`src/rtl/ysyx_24080006_mdu.sv`:
```
// ---------------------------------------------------------------------------
// ysyx_24080006_mdu -- iterative RV32M multiply/divide unit (execute stage)
//
// Purpose:
//   Takes the decoder's mdu_set_t bundle and the rs1/rs2 operands, and
//   computes MUL/MULH/MULHSU/MULHU with a radix-2 shift-add multiplier. It
//   computes DIV/DIVU/REM/REMU with a restoring divider. The 32-bit result
//   goes to writeback through a valid/ready handshake.
//
// Ports:
//   clock, reset   system clock; asynchronous active-high reset
//   flush_i        abort any operation; the unit is IDLE after the next edge
//   valid_i        EX presents an instruction (qualified by mdu_enable)
//   ready_o        unit can accept (IDLE)
//   mdu_set_i      {mdu_enable, signed_a, signed_b, mdu_op}
//   rs1_i, rs2_i   operands a and b
//   valid_o        result available (DONE)
//   ready_i        downstream consumes the result
//   result_o       result, stable while valid_o && !ready_i
//   busy_o         unit is not IDLE (EX stall)
//   dbg_state_o    current FSM state, for observation only
//
// Handshake:
//   Input side: a transfer happens on a rising edge where
//   valid_i && mdu_set_i.mdu_enable && ready_o && !flush_i.
//   Output side: a transfer happens on a rising edge where valid_o && ready_i.
//   After valid_o rises, it stays high and result_o stays unchanged until that
//   output transfer happens, or until a flush or reset.
// ---------------------------------------------------------------------------
package ysyx_24080006_mdu_pkg;

  typedef enum logic [1:0] {
    ALU_MULL = 2'd0,
    ALU_MULH = 2'd1,
    ALU_DIV  = 2'd2,
    ALU_REM  = 2'd3
  } mdu_op_e;

  typedef struct packed {
    logic    mdu_enable;
    logic    signed_a;
    logic    signed_b;
    mdu_op_e mdu_op;
  } mdu_set_t;

  typedef enum logic [2:0] {
    S_IDLE = 3'd0,
    S_MUL  = 3'd1,
    S_DIV  = 3'd2,
    S_FIX  = 3'd3,
    S_DONE = 3'd4
  } mdu_state_e;

endpackage

module ysyx_24080006_mdu
  import ysyx_24080006_mdu_pkg::*;
#(
  parameter int XLEN = 32
) (
  input  logic            clock,
  input  logic            reset,
  input  logic            flush_i,
  input  logic            valid_i,
  output logic            ready_o,
  input  mdu_set_t        mdu_set_i,
  input  logic [XLEN-1:0] rs1_i,
  input  logic [XLEN-1:0] rs2_i,
  output logic            valid_o,
  input  logic            ready_i,
  output logic [XLEN-1:0] result_o,
  output logic            busy_o,
  output mdu_state_e      dbg_state_o
);

  localparam int AW = XLEN + 1;      // extended operand width
  localparam int PW = 2 * XLEN + 2;  // product accumulator width

  mdu_state_e r_state;
  mdu_state_e w_next;

  logic [PW-1:0]   r_acc;
  logic [PW-1:0]   r_mcand;
  logic [AW-1:0]   r_mplier;
  logic [XLEN-1:0] r_quo;
  logic [XLEN-1:0] r_rem;
  logic [XLEN-1:0] r_div;
  logic [XLEN-1:0] r_result;
  logic [5:0]      r_cnt;
  logic            r_is_mulh;
  logic            r_is_rem;
  logic            r_neg_q;
  logic            r_neg_r;

  // ---------------------------------------------------------------- accept
  logic [AW-1:0]   w_a33;
  logic [AW-1:0]   w_b33;
  logic            w_accept;
  logic            w_is_mul;
  logic            w_div0;
  logic            w_ovf;
  logic            w_special;
  logic [XLEN-1:0] w_spec_res;
  logic [XLEN-1:0] w_abs_a;
  logic [XLEN-1:0] w_abs_b;

  assign w_a33 = {mdu_set_i.signed_a & rs1_i[XLEN-1], rs1_i};
  assign w_b33 = {mdu_set_i.signed_b & rs2_i[XLEN-1], rs2_i};

  assign w_accept = valid_i && mdu_set_i.mdu_enable && (r_state == S_IDLE) && !flush_i;
  assign w_is_mul = (mdu_set_i.mdu_op == ALU_MULL) || (mdu_set_i.mdu_op == ALU_MULH);

  // Divide-by-zero and signed overflow are resolved at accept. The iterative
  // datapath does not give the RISC-V defined results for these cases.
  assign w_div0    = (rs2_i == '0);
  assign w_ovf     = mdu_set_i.signed_a && mdu_set_i.signed_b &&
                     (rs1_i == {1'b1, {(XLEN-1){1'b0}}}) && (rs2_i == {XLEN{1'b1}});
  assign w_special = !w_is_mul && (w_div0 || w_ovf);

  always_comb begin
    w_spec_res = '0;
    if (mdu_set_i.mdu_op == ALU_REM) begin
      w_spec_res = w_div0 ? rs1_i : '0;
    end else begin
      w_spec_res = w_div0 ? {XLEN{1'b1}} : {1'b1, {(XLEN-1){1'b0}}};
    end
  end

  // The divider works on magnitudes. Sign correction happens in FIX.
  assign w_abs_a = w_a33[XLEN] ? -rs1_i : rs1_i;
  assign w_abs_b = w_b33[XLEN] ? -rs2_i : rs2_i;

  // ------------------------------------------------------------ multiplier
  // The last step (cnt==32) subtracts, because bit 32 of b33 carries negative
  // weight in two's complement.
  logic [PW-1:0]   w_mul_add;
  logic [PW-1:0]   w_acc_next;
  logic [XLEN-1:0] w_mul_res;

  assign w_mul_add  = r_mplier[0] ? r_mcand : '0;
  assign w_acc_next = (r_cnt == 6'd32) ? (r_acc - w_mul_add) : (r_acc + w_mul_add);
  assign w_mul_res  = r_is_mulh ? w_acc_next[2*XLEN-1:XLEN] : w_acc_next[XLEN-1:0];

  // --------------------------------------------------------------- divider
  // Restoring step. The shifted partial remainder can need XLEN+1 bits. When
  // it is >= divisor, the difference always fits in XLEN bits.
  logic [AW-1:0]   w_shift;
  logic            w_ge;
  logic [XLEN-1:0] w_sub;
  logic [XLEN-1:0] w_rem_next;
  logic [XLEN-1:0] w_quo_next;

  assign w_shift    = {r_rem, r_quo[XLEN-1]};
  assign w_ge       = (w_shift >= {1'b0, r_div});
  assign w_sub      = w_shift[XLEN-1:0] - r_div;
  assign w_rem_next = w_ge ? w_sub : w_shift[XLEN-1:0];
  assign w_quo_next = {r_quo[XLEN-2:0], w_ge};

  logic [XLEN-1:0] w_quo_fix;
  logic [XLEN-1:0] w_rem_fix;
  logic [XLEN-1:0] w_fix_res;

  assign w_quo_fix = r_neg_q ? -r_quo : r_quo;
  assign w_rem_fix = r_neg_r ? -r_rem : r_rem;
  assign w_fix_res = r_is_rem ? w_rem_fix : w_quo_fix;

  // ------------------------------------------------------------------- FSM
  always_ff @(posedge clock or posedge reset) begin
    if (reset) begin
      r_state <= S_IDLE;
    end else begin
      r_state <= w_next;
    end
  end

  always_comb begin
    w_next = r_state;
    if (flush_i) begin
      w_next = S_IDLE;
    end else begin
      case (r_state)
        S_IDLE: begin
          if (w_accept) begin
            if (w_is_mul)       w_next = S_MUL;
            else if (w_special) w_next = S_DONE;
            else                w_next = S_DIV;
          end
        end
        S_MUL:   if (r_cnt == 6'd32) w_next = S_DONE;
        S_DIV:   if (r_cnt == 6'd31) w_next = S_FIX;
        S_FIX:   w_next = S_DONE;
        S_DONE:  if (ready_i) w_next = S_IDLE;
        default: w_next = S_IDLE;
      endcase
    end
  end

  assign ready_o     = (r_state == S_IDLE);
  assign busy_o      = (r_state != S_IDLE);
  assign valid_o     = (r_state == S_DONE);
  assign result_o    = r_result;
  assign dbg_state_o = r_state;

  // The result register loads only on entry to DONE. A flush redirects
  // w_next to IDLE, so a flushed operation never updates the result.
  logic            w_enter_done;
  logic [XLEN-1:0] w_done_res;

  assign w_enter_done = (w_next == S_DONE) && (r_state != S_DONE);

  always_comb begin
    w_done_res = w_spec_res;
    case (r_state)
      S_MUL:   w_done_res = w_mul_res;
      S_FIX:   w_done_res = w_fix_res;
      default: w_done_res = w_spec_res;
    endcase
  end

  // -------------------------------------------------------------- datapath
  always_ff @(posedge clock or posedge reset) begin
    if (reset) begin
      r_acc     <= '0;
      r_mcand   <= '0;
      r_mplier  <= '0;
      r_quo     <= '0;
      r_rem     <= '0;
      r_div     <= '0;
      r_result  <= '0;
      r_cnt     <= '0;
      r_is_mulh <= 1'b0;
      r_is_rem  <= 1'b0;
      r_neg_q   <= 1'b0;
      r_neg_r   <= 1'b0;
    end else begin
      if (w_accept) begin
        r_acc     <= '0;
        r_mcand   <= {{(PW-AW){w_a33[XLEN]}}, w_a33};
        r_mplier  <= w_b33;
        r_quo     <= w_abs_a;
        r_div     <= w_abs_b;
        r_rem     <= '0;
        r_cnt     <= '0;
        r_is_mulh <= (mdu_set_i.mdu_op == ALU_MULH);
        r_is_rem  <= (mdu_set_i.mdu_op == ALU_REM);
        r_neg_q   <= w_a33[XLEN] ^ w_b33[XLEN];
        r_neg_r   <= w_a33[XLEN];
      end else if (r_state == S_MUL) begin
        r_acc    <= w_acc_next;
        r_mcand  <= r_mcand << 1;
        r_mplier <= r_mplier >> 1;
        r_cnt    <= r_cnt + 6'd1;
      end else if (r_state == S_DIV) begin
        r_rem <= w_rem_next;
        r_quo <= w_quo_next;
        r_cnt <= r_cnt + 6'd1;
      end
      if (w_enter_done) begin
        r_result <= w_done_res;
      end
    end
  end

endmodule

```
`config.mk`:
```
export PLATFORM = sky130hd
export DESIGN_NAME = ysyx_24080006_mdu
export DESIGN_NICKNAME = d
export VERILOG_FILES = /design/src/rtl/ysyx_24080006_mdu.sv
export SDC_FILE = /design/constraint.sdc
export NUM_CORES = 1
export LEC_CHECK = 0
export BUFFER_PORTS_ARGS = -buffer_cell sky130_fd_sc_hd__buf_4
export CORE_MARGIN = 4
export CORE_UTILIZATION = 45
export CTS_CLUSTER_SIZE = 24
export DETAILED_ROUTE_END_ITERATION = 7
export GPL_TIMING_DRIVEN = 0
export PLACE_DENSITY = 0.67
export SLEW_MARGIN = 20
export SYNTH_ARGS = -nofsm -noshare
export SYNTH_HDL_FRONTEND = slang
export SYNTH_SLANG_ARGS = --single-unit
```
`constraint.sdc`:
```
create_clock -name clock -period 10.6 [get_ports clock]
set_input_delay 0 -clock clock [delete_from_list [all_inputs] [get_ports clock]]
set_output_delay 0 -clock clock [all_outputs]
set_load 0.01 [all_outputs]
```
==> out/qor.csv <==
stage,metric,value,unit
hold_path,hold_start,rs1_i[18],
cts,cts_buffers,38,
floorplanning,rows,84,
yosys,synth_edf_count,0,
yosys,postSynthAreaPerCell,7.81,sq um
hold_path,min_path_type,primary input to flop,
sta,holdWs,0.0706,ns
grt,grt_busiest_layer,met2,
cts,ctsResizeCount,0,
critical_path,worst-r2r-setup-slack,1.51,ns
routing,drt_iter0_markers,3591,
cts,cts_root_buf,clkbuf_16,
sta,skew,0.0292,ns
sta,grt_setup_unrepaired,false,
critical_path,r2r-start,r_mplier[0],
finish,final_util,0.527,
cts,post-cts-setup-buffer-count,0,
floorplanning,pin_count,112,
placement,numPortBuffers,108,
placement,dp_slack,2.04,ns
placement,dp_hpwl,84.2,mm
grt,grt_pass1_vias,24500,
yosys,yosysUniqueCellTypes,81,
grt,grt_pass1_wl,160,mm
routing,routed_via_density,6.58,
yosys,ys_seq_elements,302,
finish,layout.cells.non_filler,4018,
cts,clkSlewWorstSetupHoldPaths,0.07,ns
critical_path,regToRegEndpoint,result_o[31],
status,status,completed,
routing,final_antenna_net_count,0,
yosys,synthCells,3077,
yosys,seq_area_frac_synth,0.314,
yosys,syn-cell-area,24000,sq um
floorplanning,fp.dieH,239,um
sta,fin_setup_tns,0,ns
placement,placedCellCount,3876,
critical_path,worstRegToRegCells,24,
grt,gr-total-overflow,0,
sta,timing.fmax,110,MHz
grt,grt_max_degree,108,
routing,wl_per_cell,27.2,um
flow_run,drv_cap,0,
yosys,yosys.area.top_type_share,0.314,
critical_path,cp_data_required_time,11.06,ns
sta,final-setup-viol-count,0,
pwr,p_leak,12.0,nW
critical_path,cp-end-kind,flop,
sta,worst_pin_slew,1.19,ns
cts,cts_hold_buf,74,
critical_path,crit_type,flop to flop,
sta,period_share,0.857,
finish,final_layout_size_suffix_gt1_frac,0.0643,
sta,hold_viol,0,
yosys,synth.top_cells.by_area,"dfrtp_1 (31%), nand2_1 (7.6%), o21ai_0 (5.6%)",
yosys,synth.most_common_cell,nand2_1,
grt,use_met2,0.533,
sta,slew_viol_final,0,
cts,cts_tree,done,
finish,nFillCells,5132,
pwr,peakVddDrop,0.000143,V
floorplanning,dieWidth,239,um
floorplanning,dieArea,57200,sq um
yosys,async_reset_ff_frac,1.00,
critical_path,crit_path_start_kind,flop,
floorplanning,start_util,0.456,
critical_path,arrival,9.55,ns
sta,timing.final.crit_period,9.09,ns
hold_path,whs_endpoint,r_mcand[18],
critical_path,critPathMaxFanout,10,
placement,gp_congestion,1.06,
routing,drtPass1Iterations,8,
finish,areaGrowthSynthToFinish,15.7,%
hold_path,min_path_cells,3,
routing,drc_errors,0,
yosys,synth_flop_cell,dfrtp_1,
cts,insertion_delay,0.60,ns
pwr,power_density,314,nW/um^2
grt,grt.total_usage,0.369,
finish,final_nets,3481,
grt,use_met1,0.518,
cts,cts.sinks,302,
routing,vias,26400,
yosys,synth_top_area_cell,dfrtp_1,
yosys,yosysWarnings,0,
yosys,synth_common_cells,"nand2_1 (484), dfrtp_1 (302), o21ai_0 (269), nor2_1 (224), clkbuf_1 (184)",
grt,use_met3,0.0759,
floorplanning,core,52800,sq um
routing,totalWireLength,109,mm
grt,antenna_found_initial,1,
cts,htreeDepth,2,
sta,slew_headroom,0.207,
yosys,synth_fp_nets,3256,
cts,clock_path_buffers,3,
sta,layout_setup_ws,1.51,ns
[worst max path at each step]
stage,start,to,depth (start not counted)
CTS,r_mplier[0],result_o[31],24
detailed placement,r_mplier[0],result_o[31],24
global placement,reset,r_mcand[57],2
finish,r_mplier[0],result_o[31],24
floorplan,reset,dbg_state_o[0],1
global route,r_mplier[0],result_o[31],24
[sequential cells by signal, summed over array words and instances (netlist names)]
| name | count |
|---|---|
| r_neg_r | 1 |
| r_neg_q | 1 |
| r_is_mulh | 1 |
| r_acc | 64 |
| r_quo | 32 |
| r_is_rem | 1 |
| dbg_state_o | 3 |
| result_o | 32 |
| r_mplier | 33 |
| r_rem | 32 |
| r_div | 32 |
| r_cnt | 6 |
| r_mcand | 64 |
[stage by stage]
step | instance area, sq um | total power [mW]
after floorplan | 24000 | 5.46
after global placement | 25700 | 7.04
after detailed placement | 25800 | 7.11
after CTS | 27800 | 8.52
after global routing | 27800 | 9.22
final | 27800 | 8.72
[worst max-delay path, cell delays in order (launching register included)]
cell and delay [ns]:
dfrtp_1 0.39, clkbuf_1 0.52, clkbuf_1 0.51, clkbuf_1 0.57
clkbuf_1 0.51, buf_1 0.57, nand2_1 0.27, ha_1 0.32
and2_1 0.15, clkbuf_1 0.23, nand3_1 0.13, nand2_1 0.10
nand3_1 0.12, o21ai_0 0.08, a22oi_1 0.55, ha_1 0.45
a21o_1 0.21, a31oi_1 0.29, o221ai_1 0.23, or4b_2 0.66
nor3_1 0.45, o21ai_1 0.42, a21oi_1 0.73, mux2i_1 0.38
a211oi_2 0.11
[power breakdown]
group	switching (mW)	internal (mW)	total [mW]
logic	3.54	1.91	5.44
registers	0.433	1.49	1.92
clock network	0.581	0.776	1.36
[final cells by class]
type	instances	area [sq um]	share of cell area
diodes	1	2.50	0.0000900
clock buffers	54	1130	0.0407
well taps	688	861	0.0309
multi-input cells	2485	15400	0.553
repair buffers	185	1630	0.0587
plain buffers	199	749	0.0269
inverters	91	349	0.0125
clock inverters	13	144	0.00517
flip-flops and latches	302	7560	0.272
[cell usage in the layout, fill, tap and decap left out, types with 13 or more instances in the layout]
cell type and n:
nand2_1 484, dfrtp_1 302, o21ai_0 269, nor2_1 223, clkbuf_1 188, a21oi_1 183
nand3_1 134, xnor2_1 123, xor2_1 113, buf_4 108, ha_1 103, inv_1 90
dlygate4sd3_1 74, a31oi_1 70, a22oi_1 63, nor3_1 61, o31ai_1 60, a21o_1 46
nand4_1 44, mux2i_1 42, clkbuf_16 38, o211ai_1 37, a221o_1 36, nor4_1 35
a211oi_1 24, or4_1 24, nand2b_1 22, o21a_1 22, or3_1 18, and2_1 18
or2_2 14, o21bai_1 14, o41ai_1 14, buf_1 13, a22o_1 13, and3_1 13
[per-layer routing]
metal / part of all wire / wire (um)
met1: 0.42 / 45700
met2: 0.41 / 45000
met3: 0.10 / 11100
met4: 0.068 / 7440
met5: 0 / 0
[cell families (layout without fill, tap and decap cells)]
logic type / count (synthesis) / count (layout) / synth area share
adder cells (fa/ha/maj): 105 / 105 / 0.0553
AO/OA/AOI/OAI: 964 / 964 / 0.263
AND/OR/NAND/NOR: 1135 / 1135 / 0.216
buffers and inverters: 290 / 542 / 0.0454
multiplexers: 44 / 44 / 0.0184
other: 0 / 1 / 0
XOR/XNOR: 237 / 237 / 0.0872
flip-flops: 302 / 302 / 0.314
Note: power is estimated with default switching activity, not from simulation.
